$ cat config.mk
export PLATFORM = sky130hd
export DESIGN_NAME = multi_gate_alarm
export DESIGN_NICKNAME = d
export VERILOG_FILES = /design/src/rtl/multi_gate_alarm.sv
export SDC_FILE = /design/constraint.sdc
export NUM_CORES = 1
export LEC_CHECK = 0
export CORE_MARGIN = 3
export CORE_UTILIZATION = 39
export DETAILED_ROUTE_END_ITERATION = 6
export HOLD_SLACK_MARGIN = 0.06
export SKIP_LAST_GASP = 1
export SYNTH_ARGS = -nofsm -noshare
export SYNTH_HDL_FRONTEND = slang
export SYNTH_SLANG_ARGS = --single-unit
$ cat constraint.sdc
create_clock -name clk -period 6.8 [get_ports clk]
set_input_delay 1.36 -clock clk [delete_from_list [all_inputs] [get_ports clk]]
set_output_delay 1.36 -clock clk [all_outputs]
set_load 0.02 [all_outputs]
$ cat src/rtl/multi_gate_alarm.sv
// multi_gate_alarm
//   N-channel gate alarm controller. Each channel watches one gate sensor and
//   raises an alarm if the gate opens without an access request inside
//   TIMEOUT cycles. It also raises an alarm if the gate stays open more than
//   HOLD_MAX cycles after an accepted request (tailgating). A saturating
//   counter records how many times any channel has entered ALARM.
//
// Ports
//   clk          sole clock, all state updates on the rising edge
//   reset        synchronous, active-high, dominates all other inputs
//   gate         per-channel gate-open sensor (level, 1 = open)
//   request      per-channel access request, only looked at while waiting
//   clear        per-channel alarm acknowledge
//   alarm        per-channel alarm, decoded straight from the state register
//   any_alarm    OR of alarm
//   alarm_count  saturating count of ALARM entries since reset
//
// Per-channel states
//   state   | meaning
//   --------+-----------------------------------------------------------
//   S_IDLE  | gate closed, nothing pending
//   S_WAIT  | gate opened, waiting for an access request (TIMEOUT timer)
//   S_OPEN  | request accepted, gate allowed open (HOLD_MAX timer)
//   S_ALARM | alarm raised, held until clear with the gate closed

module multi_gate_alarm #(
    parameter int N_CH     = 4,
    parameter int TIMEOUT  = 8,
    parameter int HOLD_MAX = 16,
    parameter int CNT_W    = 8
) (
    input  logic             clk,
    input  logic             reset,
    input  logic [N_CH-1:0]  gate,
    input  logic [N_CH-1:0]  request,
    input  logic [N_CH-1:0]  clear,
    output logic [N_CH-1:0]  alarm,
    output logic             any_alarm,
    output logic [CNT_W-1:0] alarm_count
);

    localparam int T_MAX = (TIMEOUT > HOLD_MAX) ? TIMEOUT : HOLD_MAX;
    localparam int TW    = $clog2(T_MAX + 1);
    // Wide enough to hold a saturated count plus every channel entering at once.
    localparam int SUM_W = CNT_W + $clog2(N_CH + 1);

    localparam logic [TW-1:0]    T_WAIT_LOAD = TW'(TIMEOUT);
    localparam logic [TW-1:0]    T_OPEN_LOAD = TW'(HOLD_MAX);
    localparam logic [TW-1:0]    T_ONE       = TW'(1);
    localparam logic [CNT_W-1:0] CNT_MAX     = '1;

    typedef enum logic [1:0] {
        S_IDLE  = 2'd0,
        S_WAIT  = 2'd1,
        S_OPEN  = 2'd2,
        S_ALARM = 2'd3
    } state_t;

    state_t            state_q [N_CH];
    state_t            state_d [N_CH];
    logic [TW-1:0]     timer_q [N_CH];
    logic [TW-1:0]     timer_d [N_CH];
    logic [CNT_W-1:0]  count_q;
    logic [CNT_W-1:0]  count_d;
    logic [SUM_W-1:0]  n_enter;
    logic [SUM_W-1:0]  count_sum;

    always_ff @(posedge clk) begin
        if (reset) begin
            for (int i = 0; i < N_CH; i++) begin
                state_q[i] <= S_IDLE;
                timer_q[i] <= '0;
            end
            count_q <= '0;
        end else begin
            for (int i = 0; i < N_CH; i++) begin
                state_q[i] <= state_d[i];
                timer_q[i] <= timer_d[i];
            end
            count_q <= count_d;
        end
    end

    always_comb begin
        n_enter   = '0;
        count_sum = '0;
        count_d   = count_q;
        for (int i = 0; i < N_CH; i++) begin
            state_d[i] = state_q[i];
            timer_d[i] = timer_q[i];
            case (state_q[i])
                S_IDLE: begin
                    if (gate[i]) begin
                        state_d[i] = S_WAIT;
                        timer_d[i] = T_WAIT_LOAD;
                    end
                end
                S_WAIT: begin
                    // A request on the last allowed edge still beats the timeout,
                    // and also beats a gate that closes on the same edge.
                    if (request[i]) begin
                        state_d[i] = S_OPEN;
                        timer_d[i] = T_OPEN_LOAD;
                    end else if (!gate[i]) begin
                        state_d[i] = S_IDLE;
                        timer_d[i] = '0;
                    end else if (timer_q[i] == T_ONE) begin
                        state_d[i] = S_ALARM;
                        timer_d[i] = '0;
                    end else begin
                        timer_d[i] = timer_q[i] - T_ONE;
                    end
                end
                S_OPEN: begin
                    if (!gate[i]) begin
                        state_d[i] = S_IDLE;
                        timer_d[i] = '0;
                    end else if (timer_q[i] == T_ONE) begin
                        state_d[i] = S_ALARM;
                        timer_d[i] = '0;
                    end else begin
                        timer_d[i] = timer_q[i] - T_ONE;
                    end
                end
                S_ALARM: begin
                    if (clear[i] && !gate[i]) begin
                        state_d[i] = S_IDLE;
                    end
                end
                default: begin
                    state_d[i] = S_IDLE;
                    timer_d[i] = '0;
                end
            endcase
            if (state_d[i] == S_ALARM && state_q[i] != S_ALARM) begin
                n_enter = n_enter + SUM_W'(1);
            end
        end
        count_sum = SUM_W'(count_q) + n_enter;
        if (count_sum > SUM_W'(CNT_MAX)) begin
            count_d = CNT_MAX;
        end else begin
            count_d = count_sum[CNT_W-1:0];
        end
    end

    always_comb begin
        alarm = '0;
        for (int i = 0; i < N_CH; i++) begin
            alarm[i] = (state_q[i] == S_ALARM);
        end
    end

    assign any_alarm   = |alarm;
    assign alarm_count = count_q;

endmodule

# == Word level (Yosys, flattened, before mapping) ==
# Memories as Yosys holds them, arrays and structs flattened.
# Cells that the tools add are included.
# totals
reg_bits,8
ramBits,28
in_bits,14
output_inout_bits,13
wordCells,121
n_memories,2
# memory_table
name,depth,width,read_ports,rd_clocked_by_memory_dff,write_ports,line,text
timer_q,4,5,4,0,4,61,logic [TW-1:0] timer_q [N_CH];
state_q,4,2,4,0,4,59,state_t state_q [N_CH];
# op_classes
addsub,8
magnitude_cmp,1
n_eq_ne,24
n_mux,60
bitwise_logic,8
reduce_logical,17
# op_table
operator,n
2-to-1 mux 5 bit,20
case mux 5 bit (3 select lines),4
2-to-1 mux 2 bit,24
"adder 11 x 1 -> 11 bit, second input constant",3
2-to-1 mux 11 bit,3
case mux 2 bit (4 select lines),4
"== test 2 bit, second input constant",12
"== test 5 x 1 -> 1 bit, second input constant",4
"subtractor 5 x 1 -> 5 bit, second input constant",4
adder 8 x 11 -> 11 bit,1
"> comparator 11 x 8 -> 1 bit, second input constant",1
"== test 2 x 1 -> 1 bit, second input constant",4
logical AND 1 bit,8
logical NOT 2 bit,4
2-to-1 mux 8 bit,1
"inequality test 2 bit, second input constant",4
OR 1 bit,8
logical NOT 1 bit,4
2-to-1 mux 1 bit,4
OR reduction 4 bit,1

# == Longest topological paths before layout ==
# Gate-level depths: netlist of run 1.
# An unclocked memory read counts as a cell.
# depth
ltp_word,18
mapped_depth,22

# == Least setup slack after synthesis of run 1 ==
# Ideal clock, no wire load.
# synth_timing
path_kind,input to register
start,input port clear[1]
end,"register count_q[7], in the netlist alarm_count[7]"
t_arrival_ns,4.324
slack_ns,2.390
stages,17
n_path_buf,0
path_cell_list,inv_1 > o21ai_0 > or2_2 > a31oi_1 > o21ba_2 > or3_1 > ha_1 > mux2i_4 > ha_1 > mux2_1 > ha_1 > a21o_1 > a21oi_1 > nand2b_1 > a21oi_1 > a31oi_1 > a211oi_1
# synth_via
elab_chain_cells,13
# synth_lines
element,line,text
from (decl),36,"input logic [N_CH-1:0] clear,"
logical AND 1 bit *,126,if (clear[i] && !gate[i]) begin
2-to-1 mux 2 bit *,126,
case mux 2 bit (4 select lines) *,91,case (state_q[i])
== test 2 bit *,135,if (state_d[i] == S_ALARM && state_q[i] != S_ALARM) begin
logical AND 1 bit *,135,
2-to-1 mux 11 bit *,135,
adder 11 x 1 -> 11 bit,136,n_enter = n_enter + SUM_W'(1);
2-to-1 mux 11 bit *,135,
adder 11 x 1 -> 11 bit,136,
2-to-1 mux 11 bit *,135,
adder 8 x 11 -> 11 bit *,139,count_sum = SUM_W'(count_q) + n_enter;
> comparator 11 x 8 -> 1 bit,140,if (count_sum > SUM_W'(CNT_MAX)) begin
2-to-1 mux 8 bit *,140,
to (signal assigned),80,count_q <= count_d;
to (decl),63,logic [CNT_W-1:0] count_q;
# Every way passes the cells marked *; elsewhere a longest branch is shown, timed or not.
# A chain may end at the register's enable or synchronous reset.

# == Worst setup path after layout of run 1 ==
# layout_timing
start,input port gate[1]
end,"register count_q[7], in the netlist alarm_count[7]"
# layout_via
elab_chain_cells,14
# layout_lines
element,line,text
from (decl),34,"input logic [N_CH-1:0] gate,"
logical NOT 1 bit,126,
logical AND 1 bit,126,
2-to-1 mux 2 bit,126,
case mux 2 bit (4 select lines) *,91,
== test 2 bit *,135,
logical AND 1 bit *,135,
2-to-1 mux 11 bit *,135,
adder 11 x 1 -> 11 bit,136,
2-to-1 mux 11 bit *,135,
adder 11 x 1 -> 11 bit,136,
2-to-1 mux 11 bit *,135,
adder 8 x 11 -> 11 bit *,139,
> comparator 11 x 8 -> 1 bit,140,
2-to-1 mux 8 bit *,140,
# Marks and branches as above.

==> metrics, run 1 <==
largest net degree at the start of global routing=37; vias in the first global route=2072; die footprint=7785 um^2; clock power share=0.289; first-pass GRT wire length=9197 um; Required @ worst endpoint=7.00 ns; area grow syn2layout=16.18%; post-route minimum period=4.995 ns; worst clock skew=0.004864 ns; final count of negative-setup-slack endpoints=0; # hold bufs at CTS=0; worst r2r path cells=17; slew margin rel.=0.5348; result of the run=completed; Cells after Synth=331; vias per std cell=5.256; Crit path depth=17; most used cell, CP=ha_1; CP cell instances=clkdlybuf4s50_1, o21ai_0, or2_2, a31oi_1, o21ba_2, nor3_1, ha_1, xnor2_2, ha_1, mux2_1, ha_1, a21o_1, a21oi_1, nand2b_1, a21oi_1, a31oi_1, a211oi_1; HPWL after detailed placement=3991 um; P per Cell Area=160.5 nW/um^2; Nets=411; Remaining Overflow, GRT=0; Fmax achieved=0.2002 GHz; cell family with most CP delay=compound AO/OA/AOI/OAI gates; synth warn=0; P_leak=0.001195 uW; Ports=27; post-layout util=0.4744; Detailed Routing Iterations Pass 1=4; Psw=147.7 uW; H-Tree Depth=2; Syn Area/Cell=7.968 um^2; Placeable Area=6459 um^2; CTS tree=done; P_int=344.0 uW; Post-Syn Area=2638 um^2; post-route ant nets=0; async set or reset register ratio after synthesis=0; Max Cap Viol=0; critical path class=in2reg; synthesis-stage register bit count=36; TritonCTS Sinks=36; RSZ-0062 raised after global routing=no; initial DRC count=49; Synthesized Nets=381; sw frac=0.3004; I/O Buffers=26; Hold Path Class=reg2reg; CP Data Arrival Time=5.20 ns; worst-path maximum fanout=7; Final Cell Area=3064 um^2; GR Util All Layers=0.1454; later-pin clock latency in the skew report=0.28 ns; DR WL/cell=11.96 um; via count=2302; hold depth=2; # resized after CTS=0; drt drc=0; Ant. Diodes=0; commonest cells after routing, fill and taps aside=dfxtp_1, ha_1, a21oi_1, inv_1, nor2_1; Worst-path clk slew=0.07 ns; area of the multi-input gates=1782 um^2; EDFF count, synth=0; setup bufs post-CTS=0; Worst setup SP type=input pin; CP peak stage delay=0.57 ns; final period utilization=0.7345; Flop pwr share=0.476; Setup Total Neg Slack=0 ns; register area=720.7 um^2; die width=88.24 um; Filler cells=664; final hold vios=0; Die Height=88.24 um; total power draw=491.7 uW; CTS root buf=clkbuf_8; maximum VDD drop=0.00008479 V; Post-synth top flop=dfxtp_1; CP bufs+invs=1; initial antenna violation count=0; most common cell after layout, fill and taps aside=dfxtp_1; Yosys cell types=50; layout cells sized above 1=0.04432; combinational power share=0.235; Worst-Margin Slew=0.6881 ns; GP Congestion=0.7839; CTS max path bufs=2; Initial Util=0.4084; CP max stage cell=clkdlybuf4s50_1; CTS buffer count=5; Worst setup EP type=flop; placed cell area=2987 um^2; final WL=5237 um; fin. max-slew vios=0; register area share after synthesis=0.2732; Site Rows=29
-- cell families after synthesis --
kind of cell,count (synthesis),synth area share
and+or+nand+nor,118,0.2391
AOI/OAI and AO/OA,90,0.2026
adders and majority gates,36,0.1736
DFF,36,0.2732
buffers and inverters,36,0.05123
xor gates and xnor gates,7,0.02610
muxes,7,0.03273
other,1,0.001422
-- power groups by stage --
stage / Sequential (uW) / Combinational, uW / Clock (uW)
finish: 234 / 116 / 142
global route: 236 / 132 / 158
CTS: 234 / 117 / 151
detailed placement: 239 / 116 / 0
global placement: 238 / 116 / 0
floorplan: 238 / 83.0 / 0
-- sequential cells by signal (all words and copies together) (netlist names) --
| register | cells |
|---|---|
| state_q | 8 |
| timer_q | 20 |
| alarm_count | 8 |
-- cell type report --
cell class	count	area share
clock buffers	6	0.02368
clock inverters	1	0.001633
inverters	32	0.03920
multi-input cells	259	0.5815
repair buffers	27	0.08738
well taps	77	0.03144
flip-flops and latches	36	0.2352
-- worst paths after layout --
path | to | slack [ns] | startpoint
min | timer_q[2][4]$_SDFFE_PP0P_ | 0.48 | timer_q[2][4]$_SDFFE_PP0P_
max reg2reg | alarm_count[7]$_SDFF_PP0_ | 2.51 | timer_q[0][0]$_SDFFE_PP0P_
min reg2reg | timer_q[2][4]$_SDFFE_PP0P_ | 0.48 | timer_q[2][4]$_SDFFE_PP0P_
max | alarm_count[7]$_SDFF_PP0_ | 1.81 | gate[1]
-- tightest hold or removal path: stages, from the launching register on --
cell and delay [ns]:
dfxtp_1 0.33, nand2_1 0.06, a21oi_1 0.05
-- cells in the mapped netlist (all sizes together) (3+ instances only) --
master   n  area, um^2
or3      4       25.02
ha      35       437.9
o21a     3       22.52
nor2    32       120.1
xor2     3       26.28
nand3    4       20.02
a21o     4       30.03
xnor2    4       42.55
nand2b   9       56.30
nand2   18       67.56
inv     32       120.1
dfxtp   36       720.7
nor4b    6       52.55
or4      6       48.80
nor3    17       85.08
clkbuf   4       15.01
a21oi   34       170.2
a31oi    7       43.79
nor2b    8       50.05
o21ai   24       120.1
mux2     3       33.78
and2     3       18.77
mux2i    4       52.55
-- through the flow --
step                instances  setup WS [ns]  hold slack [ns]
floorplan                 331          2.390           0.4542
global placement          431          1.670           0.4675
detailed placement        431          1.550           0.4766
CTS                       438          1.835           0.4865
global route              438          1.515           0.5138
finish                    438          1.805           0.4846
-- routing by layer --
metal / global-route usage / wire, um / share of wire
met1: 0.1865 / 2608 / 0.50
met4: 0.05357 / 84 / 0.016
met3: 0.03073 / 136 / 0.026
met2: 0.2407 / 2408 / 0.46
met5: 0 / 0 / 0
Power figures use the tool's default switching activity.
==> inputs of run 2 (changes only) <==
clock period = 4.3 ns   (was 6.8 ns; I/O delays follow)
==> run 2 against run 1 <==
Clock skew decreased by 0.00076 ns. Largest cell class unchanged. Clock-buffer cell count increased by 2. Highest routed layer unchanged. Final area up 9.6%. Setup slack lost 1.6 ns. Sequential cell count did not move.
==> metrics, run 2 (synthesis gave the netlist of run 1 again) <==
result of the run=completed; Die Height=88.24 um (unchanged); later-pin clock latency in the skew report=0.28 ns (about the same); Worst-path clk slew=0.07 ns (about the same); final count of negative-setup-slack endpoints=0 (unchanged); P_leak=0.001363 uW (+14%); vias per std cell=5.184 (-1.4%); final period utilization=0.9601; Worst setup SP type=input pin; Worst setup EP type=flop; worst-path maximum fanout=3 (-4); Remaining Overflow, GRT=0 (unchanged); Fmax achieved=0.2422 GHz; cell family with most CP delay=simple AND/OR/NAND/NOR gates; Detailed Routing Iterations Pass 1=4 (unchanged); HPWL after detailed placement=4142 um (+3.8%); most common cell after layout, fill and taps aside=dfxtp_1; Placeable Area=6459 um^2 (unchanged); worst clock skew=0.004109 ns (-0.0007551 ns); post-route minimum period=4.129 ns; Hold Path Class=reg2reg; CTS tree=done; drt drc=0 (unchanged); post-route ant nets=0 (unchanged); post-layout util=0.5200 (+0.04553); CP Data Arrival Time=4.29 ns (-0.91 ns); placed cells=458 (+6.3%); Max Cap Viol=0 (unchanged); Ports=27 (unchanged); initial DRC count=50 (+2.0%); TritonCTS Sinks=36 (unchanged); CTS buffer count=5 (unchanged); final hold vios=0 (unchanged); Fin Hold WS=0.4862 ns (+0.001670 ns); initial antenna violation count=0 (unchanged); final WL=5437 um (+3.8%); P per Cell Area=245.2 nW/um^2 (+53%); CP peak stage delay=0.50 ns (-0.07 ns); Site Rows=29 (unchanged); slew margin rel.=0.5813 (+0.04653); first-pass GRT wire length=9660 um (+5.0%); layout cells sized above 1=0.1535 (+0.1091); Initial Util=0.4084 (unchanged); CTS max path bufs=2 (unchanged); Required @ worst endpoint=4.46 ns (-2.54 ns); largest net degree at the start of global routing=37 (unchanged); Top reg by flops=timer_q; GR Util All Layers=0.1514 (+0.006024); total power draw=823.5 uW (+67%); fin. max-slew vios=0 (unchanged); CP max stage cell=clkdlybuf4s50_1; I/O Buffers=26 (unchanged); Ant. Diodes=0 (unchanged); Setup Total Neg Slack=0 ns (unchanged); Worst-Margin Slew=0.6193 ns (-0.06882 ns); via count=2426 (+5.4%); maximum VDD drop=0.0001593 V (+88%); max reg flops=20 (unchanged); DR WL/cell=11.62 um (-2.8%); die width=88.24 um (unchanged); Filler cells=630 (-5.1%); CP bufs+invs=1 (unchanged); area grow syn2layout=27.32%; H-Tree Depth=2 (unchanged); CP cell instances=clkdlybuf4s50_1, o21ai_2, or2_2, a31oi_1, o21ba_2, or3_1, ha_2, mux2i_4, ha_1, mux2_1, ha_1, a21o_1, a21oi_2, nand2b_4, a21oi_2, mux2i_1, nor2_1; Nets=440 (+7.1%); commonest cells after routing, fill and taps aside=dfxtp_1, ha_1, inv_1, nor2_1; CTS root buf=clkbuf_8; critical path class=in2reg; post-route insts no fill=468 (+6.8%); vias in the first global route=2320 (+12%); die footprint=7785 um^2 (unchanged); GP Congestion=0.8142 (+3.9%)
[run 2: cell types whose count changed in the layout (fill, tap and decap cells not counted), moves of 2 or more]
cell     previous run  this run
buf_4               1        30
o21ai_0            22        17
a21oi_1            34        30
a21oi_2             0         4
o21ai_1             2         5
ha_1               35        33
ha_2                0         2
o21ai_2             0         2
[run 2: final timing paths]
path / endpoint / from / slack [ns] / depth (start not counted)
setup / recovery: alarm_count[5]$_SDFF_PP0_ / gate[1] / 0.17 / 17
hold / removal: timer_q[2][4]$_SDFFE_PP0P_ / timer_q[2][4]$_SDFFE_PP0P_ / 0.49 / 2
setup reg to reg: alarm_count[0]$_SDFF_PP0_ / timer_q[0][0]$_SDFFE_PP0P_ / 0.34 / 19
hold reg to reg: timer_q[2][4]$_SDFFE_PP0P_ / timer_q[2][4]$_SDFFE_PP0P_ / 0.49 / 2
[run 2: layer usage]
layer	vias up	GRT usage	part of all wire
met5	-	0	0
met4	0	0.05082	0.012
met3	7	0.03166	0.026
met2	22	0.2590	0.47
met1	1105	0.1893	0.50
li1	1292	-	-
[run 2: worst reg2reg max path: cells and delay by family, from the launching register on]
kind	cells	cell delay, ns
AOI/OAI and AO/OA	6	0.94
xor gates and xnor gates	2	0.31
DFF	1	0.40
buffers and inverters	4	0.54
adders and majority gates	4	1.02
and+or+nand+nor	3	0.68
[run 2: area by class of cell]
class / instances / area (um^2) / share of cell area
Clock buffer: 8 / 90.09 / 0.02683
Timing Repair Buffer: 56 / 485.5 / 0.1446
Tap cell: 77 / 96.34 / 0.02869
Sequential cell: 36 / 720.7 / 0.2146
Multi-Input combinational cell: 259 / 1846 / 0.5496
Inverter: 32 / 120.1 / 0.03577
[run 2: repair_timing]
item / in CTS / in global routing
gates resized for setup: 0 / 20
setup endpoints to repair: 0 / 8
setup buffers: 0 / 2
hold buffers: 0 / 0
[run 2: stage by stage]
step,setup WS [ns],area (um^2)
2_1_floorplan,0.3903,2638
3_3_place_gp,-0.1985,3189
3_5_place_dp,-0.2778,3189
4_1_cts,0.006976,3279
5_1_grt,-0.02511,3358
6_report,0.1714,3358
[run 2: power breakdown]
part | leakage (uW) | total (uW) | switching (uW) | internal [uW]
logic | 0.00102 | 209 | 108 | 101
registers | 0.000293 | 370 | 19.5 | 350
clock network | 0.0000455 | 245 | 114 | 131
==> inputs of run 3 (changes only) <==
CORE_MARGIN = 1   (was 3)
==> run 3 against run 2 <==
The run now ends with DRC left. Global-route usage up 0.89 points. First-iteration DRC count grew 32%. Combinational power rose by 3%. Total power down 2.9%. Sequential cell count stayed put. Die area shrank 8.9%. Non-clock buffer count rose by 1. Final area is 1.6% higher.
==> metrics, run 3 (synthesis gave the netlist of run 1 again) <==
result of the run=finished, violations left; failing checks=DRC; placed cell area=3212 um^2 (+0.71%); die width=84.24 um (-4.5%); CP max stage cell=clkdlybuf4s50_1; die footprint=7096 um^2 (-8.9%); H-Tree Depth=2 (unchanged); register area=720.7 um^2 (unchanged); Setup WS pre-CTS=-0.2968 ns (-0.01892 ns); setup slack after layout=0.1973 ns (+0.02584 ns); most common cell after layout, fill and taps aside=dfxtp_1; later-pin clock latency in the skew report=0.28 ns (about the same); I/O Buffers=26 (unchanged); RSZ-0062 raised after global routing=no; Ports=27 (unchanged); Setup Total Neg Slack=0 ns (unchanged); vias per std cell=5.172 (-0.23%); Placeable Area=6422 um^2 (-0.56%); most used cell, CP=a21oi_2; Top reg by flops=timer_q; final count of negative-setup-slack endpoints=0 (unchanged); Reg-to-Reg End=alarm_count[3]$_SDFF_PP0_; final hold vios=0 (unchanged); GP Congestion=0.8200 (+0.71%); largest net degree at the start of global routing=37 (unchanged); layout cells sized above 1=0.1645 (+0.01107); Filler cells=600 (-4.8%); vias in the first global route=2245 (-3.2%); Fmax achieved=0.2437 GHz (+0.63%); Hold Startpoint=timer_q[2][4]$_SDFFE_PP0P_; initial antenna violation count=0 (unchanged); total power draw=799.3 uW (-2.9%); Max Cap Viol=0 (unchanged); Hold Path Class=reg2reg; Worst setup SP type=input pin; CTS root buf=clkbuf_8; # hold bufs at CTS=0 (unchanged); initial DRC count=66 (+32%); Remaining Overflow, GRT=0 (unchanged); max reg flops=20 (unchanged); TritonCTS Sinks=36 (unchanged); CTS tree=done; Worst-Margin Slew=0.6457 ns (+0.02638 ns); CP Data Arrival Time=4.26 ns (-0.03 ns); worst reg-to-reg setup slack=0.36 ns (+0.02 ns); Nets=441 (+0.23%); CP peak stage delay=0.48 ns (-0.02 ns); post-route ant nets=0 (unchanged); Worst setup EP type=flop; slew margin rel.=0.5635 (-0.01783); Fin Hold WS=0.4831 ns (-0.003096 ns); fin. max-slew vios=0 (unchanged); final period utilization=0.9541 (-0.006010); Final Cell Area=3411 um^2 (+1.6%); area of the multi-input gates=1904 um^2 (+3.2%); Detailed Routing Iterations Pass 1=6 (+2); drt drc=4 (+4); commonest cells after routing, fill and taps aside=dfxtp_1, inv_1, nor2_1, ha_1, buf_4; Site Rows=29 (unchanged); P_leak=0.001384 uW (+1.5%); worst-path maximum fanout=3 (unchanged); post-route minimum period=4.103 ns (-0.02584 ns); first-pass GRT wire length=9508 um (-1.6%); CTS max path bufs=2 (unchanged); via count=2410 (-0.66%); HPWL after detailed placement=4047 um (-2.3%); CTS buffer count=5 (unchanged); reg-to-reg startpoint=timer_q[2][0]$_SDFFE_PP0P_; P per Cell Area=234.4 nW/um^2 (-4.4%); Required @ worst endpoint=4.46 ns (about the same); Initial Util=0.4107 (+0.002307); maximum VDD drop=0.0001276 V (-20%); final WL=5414 um (-0.42%); Worst Hold Path EP=timer_q[2][4]$_SDFFE_PP0P_; GR Util All Layers=0.1603 (+0.008867); area grow syn2layout=29.32%; DR WL/cell=11.62 um (about the same); critical path class=in2reg; setup bufs post-CTS=0 (unchanged); worst clock skew=0.005055 ns (+0.0009453 ns); CP cell instances=clkdlybuf4s50_1, o21ai_1, or2_2, a31oi_1, a31oi_2, or3_1, ha_2, mux2i_4, ha_4, mux2_1, ha_1, a21o_1, a21oi_2, nand2b_1, a21oi_2, mux2i_1, nor2_1; Worst-path clk slew=0.06 ns (about the same); Ant. Diodes=0 (unchanged); hold depth=2 (unchanged); Die Height=84.24 um (-4.5%); worst r2r path cells=15 (-4)
-- run 3: layout make-up --
class / instances / share of cell area
Multi-Input combinational cell: 259 / 0.5583
Inverter: 32 / 0.03522
Timing Repair Buffer: 57 / 0.1467
Clock buffer: 5 / 0.02018
Tap cell: 77 / 0.02825
Sequential cell: 36 / 0.2113
-- run 3: what timing repair did --
item,CTS,global route
pin swaps,0,12
gates cloned,0,0
resized for setup,1,29
hold endpoints to repair,0,0
setup endpoints to repair,2,8
-- run 3: worst max path at each step --
| stage | slack, ns | endpoint | startpoint |
|---|---|---|---|
| 2_1_floorplan | 0.39 | alarm_count[7]$_SDFF_PP0_ | clear[1] |
| 3_3_place_gp | -0.21 | alarm_count[7]$_SDFF_PP0_ | gate[1] |
| 3_5_place_dp | -0.30 | alarm_count[7]$_SDFF_PP0_ | gate[2] |
| 4_1_cts | 0.03 | alarm_count[7]$_SDFF_PP0_ | gate[2] |
| 5_1_grt | 0.006 | alarm_count[1]$_SDFF_PP0_ | request[0] |
| 6_report | 0.20 | alarm_count[5]$_SDFF_PP0_ | gate[0] |
-- run 3: where the power goes --
group          internal, uW  switching, uW  leakage, uW
clock network           104            109    0.0000359
registers               351           19.8     0.000293
logic                   105            111      0.00105
-- run 3: worst max-delay path, delay by kind of cell --
family / cells / cell delay [ns]
adders and majority gates: 3 / 0.69
buffers and inverters: 1 / 0.48
and+or+nand+nor: 4 / 0.81
AOI/OAI and AO/OA: 6 / 0.75
muxes: 3 / 0.67
-- run 3: layer usage --
| layer | global-route usage | part of all wire | up-vias |
|---|---|---|---|
| met5 | 0 | 0 | - |
| met4 | 0.04859 | 0.010 | 0 |
| met3 | 0.03638 | 0.025 | 7 |
| met2 | 0.2727 | 0.46 | 20 |
| met1 | 0.2019 | 0.50 | 1091 |
| li1 | - | - | 1292 |
-- run 3: through the flow --
step,std cells,util
6_report,466,0.5311
5_1_grt,466,0.5311
4_1_cts,466,0.5114
3_5_place_dp,461,0.5001
3_3_place_gp,461,0.5001
2_1_floorplan,331,-
